===== config.mk =====
export PLATFORM = sky130hd
export DESIGN_NAME = instr_fetch
export DESIGN_NICKNAME = d
export VERILOG_FILES = /design/src/rtl/fetch_pkg.sv /design/src/rtl/fetch_pc.sv /design/src/rtl/instr_fetch.sv
export SDC_FILE = /design/constraint.sdc
export NUM_CORES = 1
export LEC_CHECK = 0
export BUFFER_PORTS_ARGS = -buffer_cell sky130_fd_sc_hd__clkbuf_2
export CAP_MARGIN = 20
export CELL_PAD_IN_SITES_DETAIL_PLACEMENT = 0
export CELL_PAD_IN_SITES_GLOBAL_PLACEMENT = 1
export CORE_MARGIN = 1.5
export CORE_UTILIZATION = 40
export CTS_CLUSTER_SIZE = 10
export DETAILED_ROUTE_END_ITERATION = 10
export GPL_TIMING_DRIVEN = 0
export PLACE_DENSITY = 0.92
export SYNTH_ARGS = -nofsm -noshare
export SYNTH_HDL_FRONTEND = slang
export SYNTH_SLANG_ARGS = --single-unit

===== constraint.sdc =====
create_clock -name clk -period 2.7 [get_ports clk]
set_input_delay 0.135 -clock clk [delete_from_list [all_inputs] [get_ports clk]]
set_output_delay 0.135 -clock clk [all_outputs]
set_load 0.005 [all_outputs]

===== src/rtl/fetch_pkg.sv =====
// Shared types for the instruction fetch sequencer: FSM states and the HALT opcode.
package fetch_pkg;

  typedef enum logic [2:0] {
    S_IDLE,
    S_FETCH,
    S_MEM,
    S_LOAD,
    S_START,
    S_GUARD,
    S_EXEC
  } fetch_state_t;

  localparam logic [2:0] OPC_HALT = 3'b111;

endpackage


===== src/rtl/fetch_pc.sv =====
// Program counter: synchronous reset to START_ADDR, increments on inc, wraps modulo 2^ADDR_W.
module fetch_pc #(
  parameter int unsigned ADDR_W     = 8,
  parameter int unsigned START_ADDR = 0
) (
  input  logic              clk,
  input  logic              reset,
  input  logic              inc,
  output logic [ADDR_W-1:0] pc
);

  logic [ADDR_W-1:0] pc_q;

  always_ff @(posedge clk) begin
    if (reset) begin
      pc_q <= ADDR_W'(START_ADDR);
    end else if (inc) begin
      pc_q <= pc_q + 1'b1;
    end
  end

  assign pc = pc_q;

endmodule


===== src/rtl/instr_fetch.sv =====
// Fetch/issue sequencer for the cpu: reads an instruction at pc, loads and starts the cpu,
// waits for completion, then advances pc. Stops on HALT, on run low, or on watchdog expiry.
module instr_fetch
  import fetch_pkg::*;
#(
  parameter int unsigned ADDR_W     = 8,
  parameter int unsigned DATA_W     = 16,
  parameter int unsigned START_ADDR = 0,
  parameter int unsigned WDOG_MAX   = 255
) (
  input  logic              clk,
  input  logic              reset,
  input  logic              run,
  output logic              mem_rd,
  output logic [ADDR_W-1:0] mem_addr,
  input  logic [DATA_W-1:0] mem_rdata,
  output logic [DATA_W-1:0] cpu_in,
  output logic              cpu_load,
  output logic              cpu_s,
  input  logic              cpu_w,
  output logic [ADDR_W-1:0] pc,
  output logic              halted,
  output logic              timeout
);

  localparam int unsigned WdogW = (WDOG_MAX < 1) ? 1 : $clog2(WDOG_MAX + 1);
  localparam logic [WdogW-1:0] WdogMax = WdogW'(WDOG_MAX);

  fetch_state_t      state_q;
  logic              mem_rd_q;
  logic              cpu_load_q;
  logic              cpu_s_q;
  logic [DATA_W-1:0] cpu_in_q;
  logic              halted_q;
  logic              timeout_q;
  logic [WdogW-1:0]  wdog_q;
  logic              pc_inc;

  // pc advances on the same edge that sees the cpu report completion.
  assign pc_inc = (state_q == S_EXEC) && cpu_w;

  fetch_pc #(
    .ADDR_W     (ADDR_W),
    .START_ADDR (START_ADDR)
  ) u_fetch_pc (
    .clk   (clk),
    .reset (reset),
    .inc   (pc_inc),
    .pc    (pc)
  );

  always_ff @(posedge clk) begin
    if (reset) begin
      state_q    <= S_IDLE;
      mem_rd_q   <= 1'b0;
      cpu_load_q <= 1'b0;
      cpu_s_q    <= 1'b0;
      cpu_in_q   <= '0;
      halted_q   <= 1'b0;
      timeout_q  <= 1'b0;
      wdog_q     <= '0;
    end else begin
      mem_rd_q   <= 1'b0;
      cpu_load_q <= 1'b0;
      cpu_s_q    <= 1'b0;
      case (state_q)
        S_IDLE: begin
          if (run && cpu_w && !halted_q && !timeout_q) begin
            state_q  <= S_FETCH;
            mem_rd_q <= 1'b1;
          end
        end
        S_FETCH: state_q <= S_MEM;
        S_MEM: begin
          cpu_in_q   <= mem_rdata;
          cpu_load_q <= 1'b1;
          state_q    <= S_LOAD;
        end
        S_LOAD: begin
          if (cpu_in_q[15:13] == OPC_HALT) begin
            halted_q <= 1'b1;
            state_q  <= S_IDLE;
          end else begin
            cpu_s_q <= 1'b1;
            state_q <= S_START;
          end
        end
        S_START: state_q <= S_GUARD;
        // cpu_w may still read high here from before the start pulse took effect.
        S_GUARD: begin
          wdog_q  <= '0;
          state_q <= S_EXEC;
        end
        S_EXEC: begin
          if (cpu_w) begin
            wdog_q <= '0;
            if (run) begin
              state_q  <= S_FETCH;
              mem_rd_q <= 1'b1;
            end else begin
              state_q <= S_IDLE;
            end
          end else if (wdog_q == WdogMax) begin
            timeout_q <= 1'b1;
            state_q   <= S_IDLE;
          end else begin
            wdog_q <= wdog_q + 1'b1;
          end
        end
        default: state_q <= S_IDLE;
      endcase
    end
  end

  assign mem_addr = pc;
  assign mem_rd   = mem_rd_q;
  assign cpu_load = cpu_load_q;
  assign cpu_s    = cpu_s_q;
  assign cpu_in   = cpu_in_q;
  assign halted   = halted_q;
  assign timeout  = timeout_q;

endmodule


==> results.json, run 1 <==
{
  "area_growth_pct": 25.1,
  "rsz0062_at_grt": "no",
  "synthCells": 217,
  "cp.buffers_inverters": 0,
  "n_antenna_cell": 0,
  "wl_met3_um": 235,
  "cts-root-buf": "clkbuf_8",
  "cts.reportedPaths.clkPinSlew_ns": 0.08,
  "crit_path_top_delay_cell": "dfxtp_1",
  "grt_antenna_before_repair": 0,
  "drt_first_pass_iters": 4,
  "slew_viol_final": 0,
  "finalWirelength_um": 4200,
  "grt_start_max_net_pins": 13,
  "synth_area_leaders": "dfxtp_1, nand2_1, a21oi_1, buf_4, nand4_1",
  "start_kind": "flip-flop",
  "finalCritPeriodShare_pct": 60.6,
  "synth_area_mm2": 0.00186,
  "crit_chain": "ha_1 -> and3_1 -> nand2_1 -> a2111oi_2",
  "setup-tns-final_ns": 0,
  "synth_top_area_share_pct": 43.1,
  "layout_common_cells": "clkbuf_2, nand2_1, dfxtp_1",
  "ctsResizeCount": 0,
  "fillCellCount": 439,
  "ys_types": 44,
  "layout_commonest_cell": "clkbuf_2",
  "cts_sinks": 40,
  "hold_violations": 0,
  "cts_buffers": 5,
  "layout.nets": 301,
  "clock_latency_ns": 0.30,
  "die_area_mm2": 0.00507,
  "synthFlopType": "dfxtp_1",
  "critPathTopFamily": "flip-flops",
  "worstPathMaxFanout": 7,
  "wl_met1_um": 2040,
  "ys_seq_area_share_pct": 43.1,
  "via_count": 1737,
  "p_total_mw": 1.25,
  "clk_path_buf_depth": 2,
  "slowest_delay_ns": 0.45,
  "fmax_mhz": 611,
  "floorplan.initialDensity_pct": 42.1,
  "drc": 0,
  "drt_iter0_markers": 81,
  "powerDensity_mw_per_mm2": 539,
  "total_leakage_power_nw": 0.996,
  "ys_seq_elements": 40,
  "min_path_type": "input pin to flip-flop",
  "yosys_warnings": 0,
  "htreeDepth": 2,
  "relSlewSlack_pct": 66.8,
  "outcome": "finished clean",
  "ios": 57,
  "dp_hpwl_um": 2970,
  "skew_ns": 0.00837,
  "core-area_mm2": 0.00441,
  "cp_data_required_time_ns": 2.89,
  "top_layer": "met4",
  "viasPerCell": 5.23,
  "arrival_ns": 1.83,
  "grtUsageTotal_pct": 17.0,
  "postCtsSetupBuffers": 0,
  "grt_pass1_vias": 1482,
  "grt_pass1_wl_um": 6830,
  "met2_length_um": 1850,
  "setup_viol": 0,
  "worst_slew_pin_slew_ns": 0.499,
  "wl_per_cell_um": 12.6,
  "ir_worst_vdd_uv": 257,
  "numPortBuffers": 55,
  "postRouteAntennaNets": 0,
  "path_class": "flip-flop to flip-flop",
  "synth_nets": 239,
  "drive_gt1_share_pct": 30.7,
  "layout_min_cycle_time_ns": 1.64,
  "fp.dieW_um": 71.2,
  "rows": 24,
  "hold_buffers": 0,
  "cap_violations": 0,
  "cts_tree": "done",
  "overflow": 0,
  "worst_hold_slack_ns": 0.0545,
  "die_h_um": 71.2,
  "end_kind": "flip-flop",
  "gp_congestion": 0.807,
  "postSynthAreaPerCell_um2": 8.57,
  "synthArstFlopShare_pct": 0,
  "yosysTopAreaCell": "dfxtp_1",
  "synth_edf_count": 0
}
cells by family after synthesis:
| family | Yosys count | share of synthesized area [%] |
|---|---|---|
| AOI/OAI and AO/OA | 53 | 18.4 |
| DFF | 40 | 43.1 |
| xor gates and xnor gates | 2 | 0.942 |
| buffers and inverters | 26 | 8.41 |
| and+or+nand+nor | 92 | 26.7 |
| muxes | 2 | 1.14 |
| adders and majority gates | 2 | 1.35 |
path summary, 6_finish.rpt:
check | start | to | slack (ns) | depth (start not counted)
worst min register to register | cpu_in[4]$_SDFFE_PP0P_ | cpu_in[4]$_SDFFE_PP0P_ | 0.46 | 2
worst min-delay path | mem_rdata[14] | cpu_in[14]$_SDFFE_PP0P_ | 0.05 | 3
worst max register to register | wdog_q[0]$_SDFFE_PP0P_ | wdog_q[3]$_SDFFE_PP0P_ | 1.06 | 4
worst max-delay path | wdog_q[0]$_SDFFE_PP0P_ | wdog_q[3]$_SDFFE_PP0P_ | 1.06 | 4
metrics by stage:
step | util (%) | setup WS, ns | cells | instance area (um^2)
finish | 52.7 | 1.06 | 332 | 2330
global route | 52.7 | 0.975 | 332 | 2330
CTS | 52.7 | 1.10 | 332 | 2330
detailed placement | 49.8 | 1.11 | 324 | 2200
global placement | 49.8 | 1.13 | 324 | 2200
floorplan | - | 1.31 | 217 | 1860
where the power goes:
| group | switching, mW | leakage [nW] | internal, mW |
|---|---|---|---|
| clock network | 0.211 | 0.0645 | 0.326 |
| registers | 0.00922 | 0.323 | 0.606 |
| logic | 0.0564 | 0.608 | 0.0458 |
worst min-delay path, delay by kind of cell:
family          cells  cell delay [ns]
buf+inv             1             0.08
compound gates      1             0.05
simple gates        1             0.04
routing by layer:
metal	up-vias	global-route usage, %
met5	-	0
met1	782	23.5
met4	0	6.92
li1	896	-
met3	5	4.70
met2	54	25.1
sequential cells by signal (all words and copies together) (netlist names):
name,flops
u_fetch_pc.pc,8
wdog_q,8
cpu_s,1
cpu_load,1
halted,1
mem_rd,1
state_q,3
cpu_in,16
timeout,1
cell usage after synthesis, types with 2 or more instances:
cell,instances
a311oi_1,2
and2_1,2
a41oi_1,3
buf_4,13
ha_1,2
buf_2,2
nand4_1,6
a31oi_1,3
nor4_1,2
o221ai_1,2
dfxtp_1,40
o21ai_0,5
nand2b_1,3
and3_1,3
and4_1,2
nor2_1,8
inv_1,3
or3_1,3
a21oi_1,25
xor2_1,2
nand3b_1,3
a211oi_1,3
nor2b_1,3
nand3_1,7
clkbuf_1,7
o31ai_1,4
nor3_1,2
or4_1,2
nand2_1,40
layout make-up:
cell class	count	area, um^2	area share (%)
Multi-Input combinational cell	151	902	38.8
Clock buffer	7	96.3	4.14
Sequential cell	40	801	34.4
Clock inverter	1	30.0	1.29
Inverter	3	11.3	0.484
Timing Repair Buffer	55	275	11.8
Buffer	23	145	6.24
Tap cell	52	65.1	2.80
Note: power is estimated with default switching activity, not from simulation.
==> inputs of run 2 (changes only) <==
--- a/config.mk
+++ b/config.mk
@@ -5,16 +5,17 @@
 export SDC_FILE = /design/constraint.sdc
 export NUM_CORES = 1
 export LEC_CHECK = 0
+export ABC_AREA = 1
 export BUFFER_PORTS_ARGS = -buffer_cell sky130_fd_sc_hd__clkbuf_2
 export CAP_MARGIN = 20
 export CELL_PAD_IN_SITES_DETAIL_PLACEMENT = 0
 export CELL_PAD_IN_SITES_GLOBAL_PLACEMENT = 1
 export CORE_MARGIN = 1.5
-export CORE_UTILIZATION = 40
+export CORE_UTILIZATION = 35
 export CTS_CLUSTER_SIZE = 10
 export DETAILED_ROUTE_END_ITERATION = 10
 export GPL_TIMING_DRIVEN = 0
-export PLACE_DENSITY = 0.92
+export PLACE_DENSITY = 0.87
 export SYNTH_ARGS = -nofsm -noshare
 export SYNTH_HDL_FRONTEND = slang
 export SYNTH_SLANG_ARGS = --single-unit
==> constraint.sdc (replaced) <==
create_clock -name clk -period 1.6 [get_ports clk]
set_input_delay 0.08 -clock clk [delete_from_list [all_inputs] [get_ports clk]]
set_output_delay 0.08 -clock clk [all_outputs]
set_load 0.005 [all_outputs]
==> results.json, run 2 <==
{
  "cts_tree": "done",
  "layout_min_cycle_time_ns": 1.46,
  "largest_reg_flops": 16,
  "ctsResizeCount": 0,
  "via_count": 1790,
  "core-area_mm2": 0.00507,
  "grtUsageTotal_pct": 15.8,
  "cts-root-buf": "clkbuf_8",
  "postRouteAntennaNets": 0,
  "powerDensity_mw_per_mm2": 959,
  "overflow": 0,
  "numPortBuffers": 56,
  "grt_start_max_net_pins": 13,
  "drive_gt1_share_pct": 25.2,
  "placed_area_mm2": 0.00220,
  "drc": 0,
  "synth_commonest_cells": "nor2_1, nand2_1, dfxtp_1",
  "die_h_um": 75.4,
  "cts_sinks": 40,
  "synthArstFlopShare_pct": 0,
  "viasPerCell": 4.49,
  "fillCellCount": 566,
  "synthFlopType": "dfxtp_1",
  "yosysTopAreaCell": "dfxtp_1",
  "cts.reportedPaths.clkPinSlew_ns": 0.08,
  "synth_area_leaders": "dfxtp_1, nor2_1, nand2_1, o21ai_0, inv_1",
  "synth_top_area_share_pct": 43.7,
  "grt_antenna_before_repair": 0,
  "drt_iter0_markers": 84,
  "ys_types": 22,
  "ir_worst_vdd_uv": 646,
  "synth_nets": 287,
  "ys_seq_elements": 40,
  "synth_area_mm2": 0.00183,
  "layout.nets": 350,
  "setup_viol": 0,
  "ys_seq_area_share_pct": 43.7,
  "yosys_warnings": 0,
  "rsz0062_at_grt": "no",
  "finalWirelength_um": 4100,
  "postCtsSetupBuffers": 0,
  "slew_viol_final": 0,
  "cap_violations": 0,
  "hold_buffers": 0,
  "arrival_ns": 1.66,
  "clock_latency_ns": 0.30,
  "yosysMostFrequentCell": "nor2_1",
  "grt_pass1_wl_um": 6870,
  "drt_first_pass_iters": 5,
  "end_kind": "flip-flop",
  "area_growth_pct": 25.9,
  "die_area_mm2": 0.00568,
  "fin_cells": 399,
  "dp_hpwl_um": 3120,
  "post-place-ws_ns": 0.154,
  "seq_area_um2": 801,
  "finalCritPeriodShare_pct": 91.2,
  "ios": 57,
  "skew_ns": 0.00738,
  "path_class": "flip-flop to flip-flop",
  "worst_slew_pin_slew_ns": 0.486,
  "fin_area_mm2": 0.00231,
  "fp.dieW_um": 75.4,
  "setup-tns-final_ns": 0,
  "outcome": "finished clean",
  "total_leakage_power_nw": 1.08,
  "synth_edf_count": 0,
  "rows": 26,
  "dp.cells": 391,
  "synthCells": 265,
  "start_kind": "flip-flop",
  "clk_path_buf_depth": 2,
  "hold_violations": 0,
  "gp_congestion": 0.842,
  "grt_pass1_vias": 1603,
  "cp_data_required_time_ns": 1.80,
  "worstPathMaxFanout": 4,
  "htreeDepth": 2,
  "layout_common_cells": "nor2_1, clkbuf_2, nand2_1",
  "p_total_mw": 2.21,
  "cts_buffers": 5,
  "n_antenna_cell": 0,
  "fin_ws_ns": 0.141,
  "wl_per_cell_um": 10.3,
  "relSlewSlack_pct": 67.6,
  "min_path_type": "input pin to flip-flop",
  "multi_input_area_um2": 832,
  "fmax_mhz": 686,
  "floorplan.initialDensity_pct": 36.1,
  "postSynthAreaPerCell_um2": 6.92
}
[run 2: cell count changes after synthesis, sizes merged, moves of 4 or more]
| cell | delta |
|---|---|
| inv | +28 |
| buf | -7 |
| o31ai | -4 |
| nand3 | +10 |
| nor2 | +52 |
| o21ai | +18 |
| a21oi | -11 |
| nand2 | +13 |
[run 2: critical path, stage by stage, from the launching register on]
cell	delay [ns]
dfxtp_1	0.37
ha_1	0.20
nand2_1	0.09
nor2_1	0.14
nand2_1	0.09
nand2_1	0.16
inv_1	0.08
o21ai_0	0.17
nor2_1	0.05
[run 2: worst paths after layout]
kind,endpoint,slack [ns],startpoint,cells after the start
worst min-delay path,cpu_in[2]$_SDFFE_PP0P_,0.03,mem_rdata[2],3
worst max register to register,wdog_q[0]$_SDFFE_PP0P_,0.14,wdog_q[0]$_SDFFE_PP0P_,8
worst max-delay path,wdog_q[0]$_SDFFE_PP0P_,0.14,wdog_q[0]$_SDFFE_PP0P_,8
worst min register to register,halted$_SDFFE_PP0P_,0.48,halted$_SDFFE_PP0P_,2
[run 2: routing by layer]
layer / global-route usage, % / share of wire, % / up-vias
met2: 25.5 / 48 / 34
met5: 0 / 0 / -
met3: 3.97 / 4.1 / 7
met1: 20.6 / 47 / 797
met4: 5.36 / 1.8 / 0
li1: - / - / 952
[run 2: area by class of cell]
class	instances	share of cell area [%]
repair buffers	56	12.1
flip-flops and latches	40	34.7
clock buffers	6	3.14
clock inverters	2	1.52
inverters	31	5.04
well taps	70	3.79
plain buffers	13	3.63
multi-input cells	181	36.0
[run 2: logic make-up after synthesis]
kind of cell,Yosys count,synth area share [%]
AOI/OAI and AO/OA,38,10.5
adders and majority gates,2,1.36
buffers and inverters,44,10.9
DFF,40,43.7
and+or+nand+nor,141,33.5
[run 2: report_power, final]
part / leakage [nW] / switching (mW) / total [mW] / internal, mW
clock: 0.0552 / 0.357 / 0.820 / 0.463
sequential: 0.324 / 0.0471 / 1.11 / 1.06
combinational: 0.697 / 0.160 / 0.282 / 0.122
[run 2: stage by stage]
step | hold WS (ns) | util, %
2_1_floorplan | 0.149 | -
3_3_place_gp | 0.329 | 43.4
3_5_place_dp | 0.337 | 43.4
4_1_cts | 0.0310 | 45.5
5_1_grt | 0.0488 | 45.5
6_report | 0.0266 | 45.5
==> inputs of run 3 (changes only) <==
--- a/config.mk
+++ b/config.mk
@@ -15,7 +15,7 @@
 export CTS_CLUSTER_SIZE = 10
 export DETAILED_ROUTE_END_ITERATION = 10
 export GPL_TIMING_DRIVEN = 0
-export PLACE_DENSITY = 0.87
+export PLACE_DENSITY_LB_ADDON = 0.08
 export SYNTH_ARGS = -nofsm -noshare
 export SYNTH_HDL_FRONTEND = slang
 export SYNTH_SLANG_ARGS = --single-unit
==> constraint.sdc (replaced) <==
create_clock -name clk -period 1.6 [get_ports clk]
set_input_delay 0.4 -clock clk [delete_from_list [all_inputs] [get_ports clk]]
set_output_delay 0.4 -clock clk [all_outputs]
set_load 0.005 [all_outputs]
==> results.json, run 3 (synthesis gave the netlist of run 2 again) <==
{
  "cts_buffers": 5,
  "fin_area_mm2": 0.00230,
  "internal-power_mw": 1.54,
  "end_kind": "flip-flop",
  "die_area_mm2": 0.00568,
  "overflow": 0,
  "critPathTopFamily": "simple AND/OR/NAND/NOR gates",
  "finalCritPeriodShare_pct": 88.1,
  "hold_buffers": 0,
  "layout_min_cycle_time_ns": 1.41,
  "cts_tree": "done",
  "slowest_delay_ns": 0.36,
  "cts_sinks": 40,
  "ios": 57,
  "arrival_ns": 1.64,
  "layout_common_cells": "clkbuf_2, nor2_1, nand2_1",
  "wl_per_cell_um": 10.5,
  "worst_slew_pin_slew_ns": 0.506,
  "dp_hpwl_um": 3210,
  "crit_path_top_delay_cell": "dfxtp_1",
  "clk_path_buf_depth": 2,
  "layout_commonest_cell": "clkbuf_2",
  "postCtsSetupBuffers": 0,
  "grt_pass1_vias": 1587,
  "postRouteAntennaNets": 0,
  "drt_iter0_markers": 56,
  "hold_violations": 0,
  "clock_latency_ns": 0.30,
  "core-area_mm2": 0.00507,
  "area_growth_pct": 25.5,
  "worstPathMaxFanout": 10,
  "floorplan.initialDensity_pct": 36.1,
  "finalWirelength_um": 4190,
  "total_leakage_power_nw": 1.07,
  "relSlewSlack_pct": 66.2,
  "setup_viol": 0,
  "rows": 26,
  "rsz0062_at_grt": "no",
  "largest_reg_flops": 16,
  "cts-root-buf": "clkbuf_8",
  "power.share.sequential_pct": 52.9,
  "combPwrFrac_pct": 13.3,
  "cp_data_required_time_ns": 1.83,
  "fp.dieW_um": 75.4,
  "grt_antenna_before_repair": 0,
  "gp_congestion": 0.762,
  "drt_first_pass_iters": 4,
  "skew_ns": 0.00600,
  "path_common_cell": "nor2_1",
  "clkPwrFrac_pct": 33.7,
  "ir_worst_vdd_uv": 441,
  "crit_chain": "nor2_1 -> nand2_1 -> inv_2 -> buf_4 -> nor2_1 -> nor2_1",
  "fillCellCount": 577,
  "layout.nets": 350,
  "post-place-ws_ns": 0.0144,
  "p_sw_mw": 0.564,
  "fin_ws_ns": 0.190,
  "min_path_type": "input pin to flip-flop",
  "drc": 0,
  "fmax_mhz": 709,
  "cap_violations": 0,
  "powerDensity_mw_per_mm2": 913,
  "ctsResizeCount": 0,
  "placed_area_mm2": 0.00220,
  "grt_start_max_net_pins": 13,
  "start_kind": "flip-flop",
  "die_h_um": 75.4,
  "htreeDepth": 2,
  "numPortBuffers": 56,
  "cp.buffers_inverters": 2,
  "grtUsageTotal_pct": 16.6,
  "path_class": "flip-flop to flip-flop",
  "outcome": "finished clean",
  "n_antenna_cell": 0,
  "cts.reportedPaths.clkPinSlew_ns": 0.08,
  "power_switching_share_pct": 26.8,
  "viasPerCell": 4.46,
  "via_count": 1778,
  "drive_gt1_share_pct": 26.1,
  "grt_pass1_wl_um": 7150,
  "slew_viol_final": 0
}
## run 3: layout make-up
class | instances | area, um^2 | area share, %
clock inverters | 1 | 7.51 | 0.326
well taps | 70 | 87.6 | 3.81
clock buffers | 7 | 86.3 | 3.75
flip-flops and latches | 40 | 802 | 34.9
plain buffers | 13 | 83.8 | 3.64
repair buffers | 56 | 280 | 12.2
multi-input cells | 181 | 837 | 36.4
inverters | 31 | 116 | 5.06
## run 3: final timing paths
path / slack [ns] / to / start / depth (start not counted)
worst max-delay path: 0.19 / cpu_in[7]$_SDFFE_PP0P_ / state_q[2]$_SDFFE_PP0P_ / 6
worst min-delay path: 0.35 / cpu_in[9]$_SDFFE_PP0P_ / mem_rdata[9] / 3
worst max register to register: 0.19 / cpu_in[7]$_SDFFE_PP0P_ / state_q[2]$_SDFFE_PP0P_ / 6
worst min register to register: 0.48 / halted$_SDFFE_PP0P_ / halted$_SDFFE_PP0P_ / 2
## run 3: per-layer routing
metal | vias to the layer above | GRT usage [%] | wire length (um)
met1 | 778 | 21.0 | 1970
met2 | 39 | 27.1 | 1970
li1 | 955 | - | -
met3 | 6 | 4.10 | 190
met4 | 0 | 7.14 | 66
met5 | - | 0 | 0
## run 3: worst register-to-register path, cell delays in order (launching register included)
cell and delay (ns):
dfxtp_1 0.36, nor2_1 0.22, nand2_1 0.23, inv_2 0.20, buf_4 0.20, nor2_1 0.05, nor2_1 0.09
## run 3: power groups by stage
stage / clock network (mW) / logic (mW) / registers, mW
final: 0.709 / 0.280 / 1.11
after global routing: 0.780 / 0.332 / 1.12
after CTS: 0.750 / 0.289 / 1.11
after detailed placement: 0 / 0.288 / 1.14
after global placement: 0 / 0.287 / 1.13
after floorplan: 0 / 0.160 / 1.14
## run 3: stage by stage
step / setup TNS (ns) / hold WS [ns] / std cells / total power, mW / utilization (%)
4_1_cts: 0 / 0.339 / 399 / 2.15 / 45.2
6_report: 0 / 0.351 / 399 / 2.10 / 45.3
2_1_floorplan: 0 / 0.457 / 265 / 1.30 / -
3_3_place_gp: -0.0340 / 0.465 / 391 / 1.42 / 43.4
3_5_place_dp: 0 / 0.473 / 391 / 1.42 / 43.4
5_1_grt: 0 / 0.362 / 399 / 2.23 / 45.3
